$ cat config.mk
export PLATFORM = sky130hd
export DESIGN_NAME = z_pdemux_3_fifo
export DESIGN_NICKNAME = d
export VERILOG_FILES = /design/src/rtl/z_pdemux_3_fifo.sv
export SDC_FILE = /design/constraint.sdc
export NUM_CORES = 1
export LEC_CHECK = 0
export CELL_PAD_IN_SITES_DETAIL_PLACEMENT = 1
export CELL_PAD_IN_SITES_GLOBAL_PLACEMENT = 1
export CORE_UTILIZATION = 24
export CTS_BUF_LIST = sky130_fd_sc_hd__clkbuf_4 sky130_fd_sc_hd__clkbuf_8
export CTS_CLUSTER_DIAMETER = 80
export DETAILED_ROUTE_END_ITERATION = 8
export PLACE_DENSITY_LB_ADDON = 0.3
export SETUP_SLACK_MARGIN = 0.05
export SYNTH_ARGS = -nofsm -noshare
export SYNTH_HDL_FRONTEND = slang
export SYNTH_SLANG_ARGS = --single-unit
$ cat constraint.sdc
create_clock -name clock -period 6.34 [get_ports clock]
set_input_delay 1.268 -clock clock [delete_from_list [all_inputs] [get_ports clock]]
set_output_delay 1.268 -clock clock [all_outputs]
set_load 0.03 [all_outputs]
$ cat src/rtl/z_pdemux_3_fifo.sv
// Priority demux steering one word stream into three 2-entry FIFO channels,
// with per-channel saturating counts of accepted words.
module z_pdemux_3_fifo #(
   parameter int unsigned WIDTH = 12,
   parameter int unsigned CNT_W = 8
) (
   input  logic             clock,
   input  logic             reset_n,
   input  logic             sel0,
   input  logic             sel1,
   input  logic             in_valid,
   output logic             in_ready,
   input  logic [WIDTH-1:0] in_data,
   output logic             out0_valid,
   output logic             out1_valid,
   output logic             out2_valid,
   input  logic             out0_ready,
   input  logic             out1_ready,
   input  logic             out2_ready,
   output logic [WIDTH-1:0] out0_data,
   output logic [WIDTH-1:0] out1_data,
   output logic [WIDTH-1:0] out2_data,
   input  logic             count_clr,
   output logic [CNT_W-1:0] cnt0,
   output logic [CNT_W-1:0] cnt1,
   output logic [CNT_W-1:0] cnt2
);

   localparam int unsigned NCH = 3;

   logic [WIDTH-1:0] head_q [NCH];
   logic [WIDTH-1:0] tail_q [NCH];
   logic [1:0]       occ_q  [NCH];
   logic [CNT_W-1:0] cnt_q  [NCH];

   logic [1:0]     dest_c;
   logic [NCH-1:0] push_c;
   logic [NCH-1:0] pop_c;
   logic [NCH-1:0] oready_c;

   assign oready_c = {out2_ready, out1_ready, out0_ready};

   // Same priority encoding as the source mux: sel1 beats sel0
   always_comb begin
      dest_c = 2'd0;
      if (sel1)      dest_c = 2'd2;
      else if (sel0) dest_c = 2'd1;
   end

   // Acceptance depends only on the selected FIFO's occupancy, never on consumer ready
   always_comb begin
      in_ready = 1'b0;
      push_c   = '0;
      pop_c    = '0;
      for (int i = 0; i < NCH; i++) begin
         if (2'(i) == dest_c) in_ready = (occ_q[i] != 2'd2);
      end
      for (int i = 0; i < NCH; i++) begin
         push_c[i] = in_valid && in_ready && (2'(i) == dest_c);
         pop_c[i]  = (occ_q[i] != 2'd0) && oready_c[i];
      end
   end

   // Shift-style FIFO: head_q is always the presented word, tail_q the second entry
   always_ff @(posedge clock or negedge reset_n) begin
      if (!reset_n) begin
         for (int i = 0; i < NCH; i++) begin
            head_q[i] <= '0;
            tail_q[i] <= '0;
            occ_q[i]  <= 2'd0;
         end
      end else begin
         for (int i = 0; i < NCH; i++) begin
            if (push_c[i] && pop_c[i]) begin
               head_q[i] <= in_data;
            end else if (push_c[i]) begin
               if (occ_q[i] == 2'd0) head_q[i] <= in_data;
               else                  tail_q[i] <= in_data;
               occ_q[i] <= occ_q[i] + 2'd1;
            end else if (pop_c[i]) begin
               if (occ_q[i] == 2'd2) head_q[i] <= tail_q[i];
               occ_q[i] <= occ_q[i] - 2'd1;
            end
         end
      end
   end

   // Clear wins over a same-cycle increment; counts stick at all-ones
   always_ff @(posedge clock or negedge reset_n) begin
      if (!reset_n) begin
         for (int i = 0; i < NCH; i++) cnt_q[i] <= '0;
      end else begin
         for (int i = 0; i < NCH; i++) begin
            if (count_clr)
               cnt_q[i] <= '0;
            else if (push_c[i] && (cnt_q[i] != {CNT_W{1'b1}}))
               cnt_q[i] <= cnt_q[i] + CNT_W'(1);
         end
      end
   end

   assign out0_valid = (occ_q[0] != 2'd0);
   assign out1_valid = (occ_q[1] != 2'd0);
   assign out2_valid = (occ_q[2] != 2'd0);
   assign out0_data  = head_q[0];
   assign out1_data  = head_q[1];
   assign out2_data  = head_q[2];
   assign cnt0       = cnt_q[0];
   assign cnt1       = cnt_q[1];
   assign cnt2       = cnt_q[2];

endmodule

==> results of run 1 <==
-- where the power goes --
| part | internal, mW | switching, mW |
|---|---|---|
| clock | 0.229 | 0.252 |
| combinational | 0.611 | 0.589 |
| sequential | 0.907 | 0.168 |
-- layout by cell type, fill, tap and decap left out, types with 2 or more instances in the layout --
cell type,instances
inv_1,10
a31oi_1,3
clkdlybuf4s50_1,83
nand2_1,12
bufinv_16,2
nor2b_1,2
nand3_1,12
mux2_2,110
a21oi_1,21
nand3b_1,2
clkbuf_8,9
or2_2,4
or4_1,7
buf_4,3
nand4_1,3
and2_1,4
o31ai_1,7
ha_1,12
nor3_1,2
dfrtp_1,102
nand2b_1,3
o21ai_0,12
mux2i_1,2
a211oi_1,2
nor2_1,7
xor2_1,6
inv_8,2
and3_1,5
or3_1,9
-- flip-flops by register name (all words and copies together) (netlist names) --
register,count
cnt0,8
cnt1,8
cnt2,8
occ_q,6
out0_data,12
out1_data,12
out2_data,12
tail_q,36
-- per-layer routing --
layer | GRT usage, % | vias to the layer above | part of all wire, %
met5 | 0 | - | 0
met4 | 2.895 | 0 | 0.93
met3 | 3.668 | 10 | 4.0
met2 | 21.65 | 60 | 50
met1 | 16.60 | 1791 | 45
li1 | - | 1585 | -
-- worst max-delay path: stages --
cell	delay (ns)
clkdlybuf4s50_1	0.60
and2_1	0.26
and2_1	0.64
inv_1	0.10
ha_1	0.24
o31ai_2	0.93
mux2_2	0.43
-- worst paths after layout --
kind,start,end,cells after the start
worst max-delay path,sel1,out2_data[11],7
worst min-delay path,tail_q[27],tail_q[27],1
worst max register to register,occ_q[0],out2_data[11],6
worst min register to register,tail_q[27],tail_q[27],1
max in group asynchronous,reset_n,cnt1[1],2
min in group asynchronous,reset_n,out1_data[5],1
-- final cells by class --
cell class | count | area, sq um | area share, %
sequential | 102 | 2552 | 40.56
clock inverter | 7 | 105.1 | 1.670
clock buffer | 9 | 123.9 | 1.968
multi-input combinational | 264 | 2283 | 36.28
tap | 270 | 337.8 | 5.368
timing repair buffer | 86 | 853.3 | 13.56
inverter | 10 | 37.54 | 0.5964
-- cell families after synthesis --
| kind of cell | Yosys count | share of synthesized area (%) |
|---|---|---|
| AO/OA/AOI/OAI | 53 | 6.440 |
| adder cells (fa/ha/maj) | 12 | 3.030 |
| XOR/XNOR | 7 | 1.237 |
| flip-flops | 102 | 51.52 |
| AND/OR/NAND/NOR | 80 | 9.773 |
| buffers and inverters | 26 | 2.601 |
| multiplexers | 112 | 25.40 |
-- per-stage QoR --
stage | hold WS, ns | worst slack (ns) | area, sq um
after global placement | 0.4817 | 1.755 | 6065
after CTS | 0.5168 | 2.069 | 6294
after detailed placement | 0.4903 | 1.634 | 6065
after floorplan | 0.4666 | 2.958 | 4955
after global routing | 0.5281 | 1.871 | 6294
final | 0.5141 | 2.140 | 6294
==> flow_summary_export.csv, run 1 <==
group,metric,value,unit
logic_synthesis,ys_seq_elements,102,
global_route,grt_max_degree,86,
critical_path,timing.reg2reg.setup_slack,3.19,ns
finish,nFillCells,2206,
timing,slew_violations,0,
route,vias,3446,
finish,final_nets,506,
timing,min_period,4.200,ns
logic_synthesis,syn_nets,425,
die,std_cell_rows,52,
logic_synthesis,ys.warnings.count,0,
route,drt_iter0_markers,101,
route,drcViolationCount,0,
finish,antenna_cells,0,
die,chipWidth,145.7,um
cts,clock_path_buffers,2,
cts,post_cts_buffers,0,
global_route,grt_pass1_wl,21450,um
timing,skew,0.007894,ns
timing,period_share,66.25,%
cts,ctsResizeCount,0,
critical_path,worst-path-max-fanout,17,
cts,cts_tree,"done",
die,core_area,0.02023,sq mm
cts,worstSkewPairLatency,0.39,ns
cts,cts-htree-levels,3,
die,io_pins,85,
timing,rsz0062_at_grt,"false",
min_path,hp-class,"flip-flop to flip-flop",
logic_synthesis,synth-seq-area-share,51.52,%
finish,instances_no_fill,748,
placement,gp_congestion,0.6972,
critical_path,critPathCaptureType,"flip-flop",
logic_synthesis,synth_area_leaders,"dfrtp_1 52%, mux2_2 25%, ha_1 3.0%",
timing,final-setup-viol-count,0,
die,start_util,24.49,%
placement,dp_hpwl,9222,um
finish,area_growth,27.02,%
logic_synthesis,synth_most_common_cell,"mux2_2",
critical_path,worstPathArrival,4.48,ns
global_route,grt_remaining_overflow,0,
logic_synthesis,synthTopCellsByCount,"110 x mux2_2, 102 x dfrtp_1, 21 x a21oi_1",
critical_path,criticalPathCategory,"input pin to flip-flop",
power_and_ir_drop,p_leak,2.570,nW
route,firstDrtPassIters,4,
placement,dp_cells,732,
cts,cts_made_buffers,9,
finish,final_util,31.10,%
cts,cts_sinks,102,
run,max_cap_violations,0,
power_and_ir_drop,power,2.757,mW
global_route,grt_pass1_vias,3777,
power_and_ir_drop,peakVddDrop,0.0002122,V
cts,clk_pin_slew,0.11,ns
critical_path,start_kind,"input pin",
logic_synthesis,synth-edff-count,0,
global_route,grt_usage,12.98,%
timing,relSlewSlack,24.68,%
timing,finalHoldViolCount,0,
logic_synthesis,synthArstFlopShare,100.0,%
logic_synthesis,synth_top_area_share,51.52,%
route,postRouteAntennaNets,0,
timing,clock.fmax,238.1,MHz
finish,drive_gt1_share,29.71,%
route,wl_per_cell,17.18,um
cts,ctsHoldBuffers,0,
critical_path,required,6.62,ns
logic_synthesis,synth_area,0.004955,sq mm
logic_synthesis,yosysTopAreaCell,"dfrtp_1",
route,wl,12850,um
logic_synthesis,synth_cells,392,
logic_synthesis,synth_cell_types,45,
outcome,status,"finished, final reports clean",
timing,totalNegativeSetupSlack,0,ns
die,die-area,0.02122,sq mm
die,die_h,145.7,um
timing,worst_pin_slew,1.123,ns
route,viasPerCell,4.607,
placement,io_buffers,84,
logic_synthesis,ys.flop_type,"dfrtp_1",
global_route,antenna_found_initial,0,
power_and_ir_drop,power_density,438.1,mW/mm^2
cts,cts_root_buf,"clkbuf_8",
logic_synthesis,synth.avg_cell_area,12.64,sq um
Note: power is estimated with default switching activity, not from simulation.
==> inputs of run 2 (changes only) <==
==> constraint.sdc (replaced) <==
create_clock -name clock -period 3.8 [get_ports clock]
set_input_delay 0.76 -clock clock [delete_from_list [all_inputs] [get_ports clock]]
set_output_delay 0.76 -clock clock [all_outputs]
set_load 0.03 [all_outputs]
==> flow_summary_export.csv, run 2 (same netlist as run 1, synthesis figures left out) <==
group,metric,value,unit
critical_path,crit_start,"sel0",
die,die_h,145.7,um
power_and_ir_drop,peakVddDrop,0.0003672,V
global_route,antenna_found_initial,0,
global_route,grt_remaining_overflow,0,
route,postRouteAntennaNets,0,
placement,gp_congestion,0.7190,
cts,ctsHoldBuffers,0,
placement,io_buffers,84,
global_route,grt_pass1_wl,21480,um
timing,rsz0062_at_grt,"false",
route,drcViolationCount,0,
global_route,grt_util_met1,16.67,%
timing,clock.fmax,306.5,MHz
finish,final_nets,512,
cts,worstSkewPairLatency,0.38,ns
cts,ctsResizeCount,0,
timing,final-setup-viol-count,0,
global_route,use_met3,3.605,%
global_route,grt_usage,13.14,%
critical_path,worst-path-max-fanout,4,
cts,clk_pin_slew,0.11,ns
route,firstDrtPassIters,4,
global_route,grt_pass1_vias,3835,
finish,antenna_cells,0,
critical_path,start_kind,"input pin",
critical_path,critPathCaptureType,"output port",
die,start_util,24.49,%
cts,cts-htree-levels,3,
timing,worst_pin_slew,0.9706,ns
timing,slew_violations,0,
global_route,busiest_layer,"met2",
critical_path,worstPathArrival,2.50,ns
cts,clock_path_buffers,2,
cts,cts_tree,"done",
finish,top_register,"tail_q",
critical_path,r2r_end,"out1_data[2]",
timing,finalHoldViolCount,0,
finish,final_common_cell,"mux2_2",
route,vias,3466,
die,chipWidth,145.7,um
die,core_area,0.02023,sq mm
finish,largest_reg_flops,36,
route,wl,13040,um
cts,cts_sinks,102,
outcome,status,"finished, final reports clean",
die,io_pins,85,
critical_path,criticalPathCategory,"input pin to output port",
route,wl_per_cell,17.31,um
power_and_ir_drop,p_leak,2.574,nW
critical_path,r2r-start,"occ_q[2]",
placement,dp_slack,0.3560,ns
timing,relSlewSlack,35.09,%
timing,worst_slack,0.5374,ns
cts,cts_made_buffers,9,
cts,cts_root_buf,"clkbuf_8",
run,max_cap_violations,0,
timing,totalNegativeSetupSlack,0,ns
route,drt_iter0_markers,116,
placement,dp_hpwl,9099,um
route,viasPerCell,4.603,
timing,period_share,85.86,%
timing,min_period,3.263,ns
finish,layout_common_cells,"110 x mux2_2, 102 x dfrtp_1, 83 x clkdlybuf4s50_1",
global_route,grt.met2_usage,21.72,%
global_route,grt_max_degree,56,
critical_path,worst_r2r_path_depth,8,
die,die-area,0.02122,sq mm
die,std_cell_rows,52,
critical_path,required,3.04,ns
finish,drive_gt1_share,30.43,%
power_and_ir_drop,power_density,709.7,mW/mm^2
cts,post_cts_buffers,0,
min_path,hp-class,"input pin to async pin",
finish,area_growth,27.07,%
timing,skew,0.01391,ns
critical_path,timing.reg2reg.setup_slack,1.25,ns
[run 2: cell count changes in the layout (fill, tap and decap cells not counted), sizes merged]
cell,before,now
bufinv,2,0
buf,3,9
inv,13,12
clkinvlp,0,1
clkbuf,9,10
[run 2: power by group]
part / switching (mW) / internal [mW]
logic: 0.989 / 1.04
clock network: 0.409 / 0.250
registers: 0.271 / 1.51
total: 1.67 / 2.80
[run 2: through the flow]
step	utilization (%)	total power, mW	hold WS, ns	area, sq um	cells
2_1_floorplan	-	3.066	0.4644	4955	392
3_3_place_gp	30.26	3.793	0.4814	6122	738
3_5_place_dp	30.26	3.861	0.4912	6122	738
4_1_cts	31.12	4.557	0.4474	6296	753
5_1_grt	31.12	4.767	0.4683	6296	753
6_report	31.12	4.468	0.4395	6296	753
[run 2: final cells by class]
type                    count  area, sq um
clock buffers              10        131.4
clock inverters             5        42.54
fillers                  2216        13940
inverters                  10        37.54
multi-input cells         264         2283
flip-flops and latches    102         2552
well taps                 270        337.8
repair buffers             92        910.9
[run 2: per-layer routing]
metal  routed length (um)  up-vias
li1                     -     1589
met1                 5910     1804
met2                 6437       62
met3                  461       11
met4                  229        0
met5                    0        -
[run 2: critical path, stage by stage]
cell and delay [ns]:
clkdlybuf4s50_1 0.63, o21ai_0 0.15, o21ai_0 0.23, clkdlybuf4s50_1 0.72
[run 2: worst max-delay path by stage]
stage | end | slack, ns | cells after the start
finish | in_ready | 0.54 | 4
global route | in_ready | 0.45 | 4
CTS | in_ready | 0.52 | 4
detailed placement | out1_data[2] | 0.36 | 9
global placement | out1_data[9] | 0.44 | 9
floorplan | out2_data[10] | 0.93 | 9
==> inputs of run 3 (changes only) <==
--- a/config.mk
+++ b/config.mk
@@ -7,11 +7,12 @@
 export LEC_CHECK = 0
 export CELL_PAD_IN_SITES_DETAIL_PLACEMENT = 1
 export CELL_PAD_IN_SITES_GLOBAL_PLACEMENT = 1
-export CORE_UTILIZATION = 24
+export CORE_UTILIZATION = 40
 export CTS_BUF_LIST = sky130_fd_sc_hd__clkbuf_4 sky130_fd_sc_hd__clkbuf_8
 export CTS_CLUSTER_DIAMETER = 80
 export DETAILED_ROUTE_END_ITERATION = 8
 export PLACE_DENSITY_LB_ADDON = 0.3
+export REMOVE_ABC_BUFFERS = 1
 export SETUP_SLACK_MARGIN = 0.05
 export SYNTH_ARGS = -nofsm -noshare
 export SYNTH_HDL_FRONTEND = slang
==> flow_summary_export.csv, run 3 (same netlist as run 1, synthesis figures left out) <==
group,metric,value,unit
die,die-area,0.01284,sq mm
critical_path,cp_slowest_stage_delay,0.70,ns
finish,layout_common_cells,"110 x mux2_2, 102 x dfrtp_1, 83 x clkdlybuf4s50_1",
cts,ctsResizeCount,0,
placement,postPlaceCellArea,0.005982,sq mm
power_and_ir_drop,pwr-share-seq,39.5,%
route,drcViolationCount,0,
timing,skew,0.01206,ns
finish,final_util,51.24,%
placement,gp_congestion,0.7637,
placement,dp_slack,0.3485,ns
critical_path,worstPathArrival,2.40,ns
critical_path,cp_slowest_cell,"clkdlybuf4s50_1",
power_and_ir_drop,peakVddDrop,0.0004245,V
route,postRouteAntennaNets,0,
timing,clock.fmax,316.6,MHz
placement,dp_cells,636,
power_and_ir_drop,swShare,36.02,%
cts,clk_pin_slew,0.10,ns
timing,min_period,3.159,ns
route,drt_iter0_markers,160,
timing,holdWs,0.4061,ns
placement,dp_hpwl,8278,um
critical_path,worst-path-max-fanout,4,
timing,finalHoldViolCount,0,
global_route,grt_pass1_wl,19300,um
timing,final-setup-viol-count,0,
timing,period_share,83.12,%
outcome,status,"finished, final reports clean",
critical_path,worst_r2r_path_depth,8,
finish,instances_no_fill,652,
finish,antenna_cells,0,
critical_path,required,3.04,ns
global_route,grt_pass1_vias,3717,
die,io_pins,85,
route,wl_per_cell,17.59,um
cts,cts_root_buf,"clkbuf_8",
power_and_ir_drop,switchingPower,1.616,mW
cts,cts_made_buffers,9,
finish,design_area,0.006181,sq mm
route,wl,11470,um
finish,final_nets,512,
min_path,hp-class,"input pin to async pin",
global_route,grt_max_degree,51,
timing,totalNegativeSetupSlack,0,ns
timing,worst_pin_slew,0.9400,ns
global_route,grt_remaining_overflow,0,
cts,cts_sinks,102,
timing,relSlewSlack,37.14,%
die,core_area,0.01206,sq mm
route,firstDrtPassIters,4,
critical_path,critPathCaptureType,"output port",
power_and_ir_drop,p_leak,2.585,nW
route,viasPerCell,5.321,
power_and_ir_drop,intPower,2.870,mW
finish,largest_reg_flops,36,
global_route,antenna_found_initial,0,
critical_path,crit_chain,"clkdlybuf4s50_1 > o21ai_0 > o21ai_0 > clkdlybuf4s50_1",
global_route,grt_usage,19.32,%
cts,worstSkewPairLatency,0.37,ns
placement,io_buffers,84,
cts,clock_path_buffers,2,
critical_path,start_kind,"input pin",
die,chipWidth,113.3,um
power_and_ir_drop,p_comb_share,44.8,%
finish,drive_gt1_share,30.58,%
power_and_ir_drop,power_density,725.8,mW/mm^2
cts,ctsHoldBuffers,0,
cts,cts-htree-levels,3,
die,std_cell_rows,40,
die,start_util,41.08,%
timing,slew_violations,0,
finish,top_register,"tail_q",
route,vias,3469,
power_and_ir_drop,clock_power_share,15.7,%
timing,worst_slack,0.6415,ns
critical_path,criticalPathCategory,"input pin to output port",
run,max_cap_violations,0,
cts,cts_tree,"done",
finish,final_common_cell,"mux2_2",
die,die_h,113.3,um
finish,area_growth,24.75,%
power_and_ir_drop,power,4.486,mW
cts,post_cts_buffers,0,
timing,rsz0062_at_grt,"false",
[run 3: cell count changes in the layout (fill, tap and decap cells not counted), sizes merged]
cell / before / now
inv: 12 / 10
clkinv: 2 / 4
bufinv: 0 / 1
[run 3: per-layer routing]
layer,vias to the layer above,part of all wire (%),global-route usage (%)
met5,-,0,0
met4,0,1.3,6.053
met3,12,3.2,2.999
met2,82,50,32.88
met1,1782,46,25.32
li1,1593,-,-
[run 3: critical path: cells and delay by family]
family	cells	cell delay (ns)
AO/OA/AOI/OAI	2	0.32
buffers and inverters	2	1.32
[run 3: final cells by class]
type / count / area [sq um]
clock buffers: 10 / 137.6
clock inverters: 6 / 61.31
fillers: 1263 / 5881
inverters: 10 / 37.54
multi-input cells: 264 / 2283
flip-flops and latches: 102 / 2552
well taps: 168 / 210.2
repair buffers: 92 / 898.4
[run 3: power by group through the flow]
stage               Sequential, mW  Combinational (mW)  Clock, mW
floorplan                     2.12               0.918          0
global placement              1.76                1.97          0
detailed placement            1.79                2.03          0
CTS                           1.78                2.04      0.725
global route                  1.83                2.15      0.766
finish                        1.77                2.01      0.703
[run 3: path summary, 6_finish.rpt]
kind,startpoint,endpoint,slack (ns)
min in group clock,tail_q[33],tail_q[33],0.51
max in group asynchronous,reset_n,out1_data[0],2.54
setup / recovery,sel0,in_ready,0.64
hold reg to reg,tail_q[33],tail_q[33],0.51
hold / removal,reset_n,cnt0[4],0.41
setup reg to reg,occ_q[2],out1_data[7],1.26
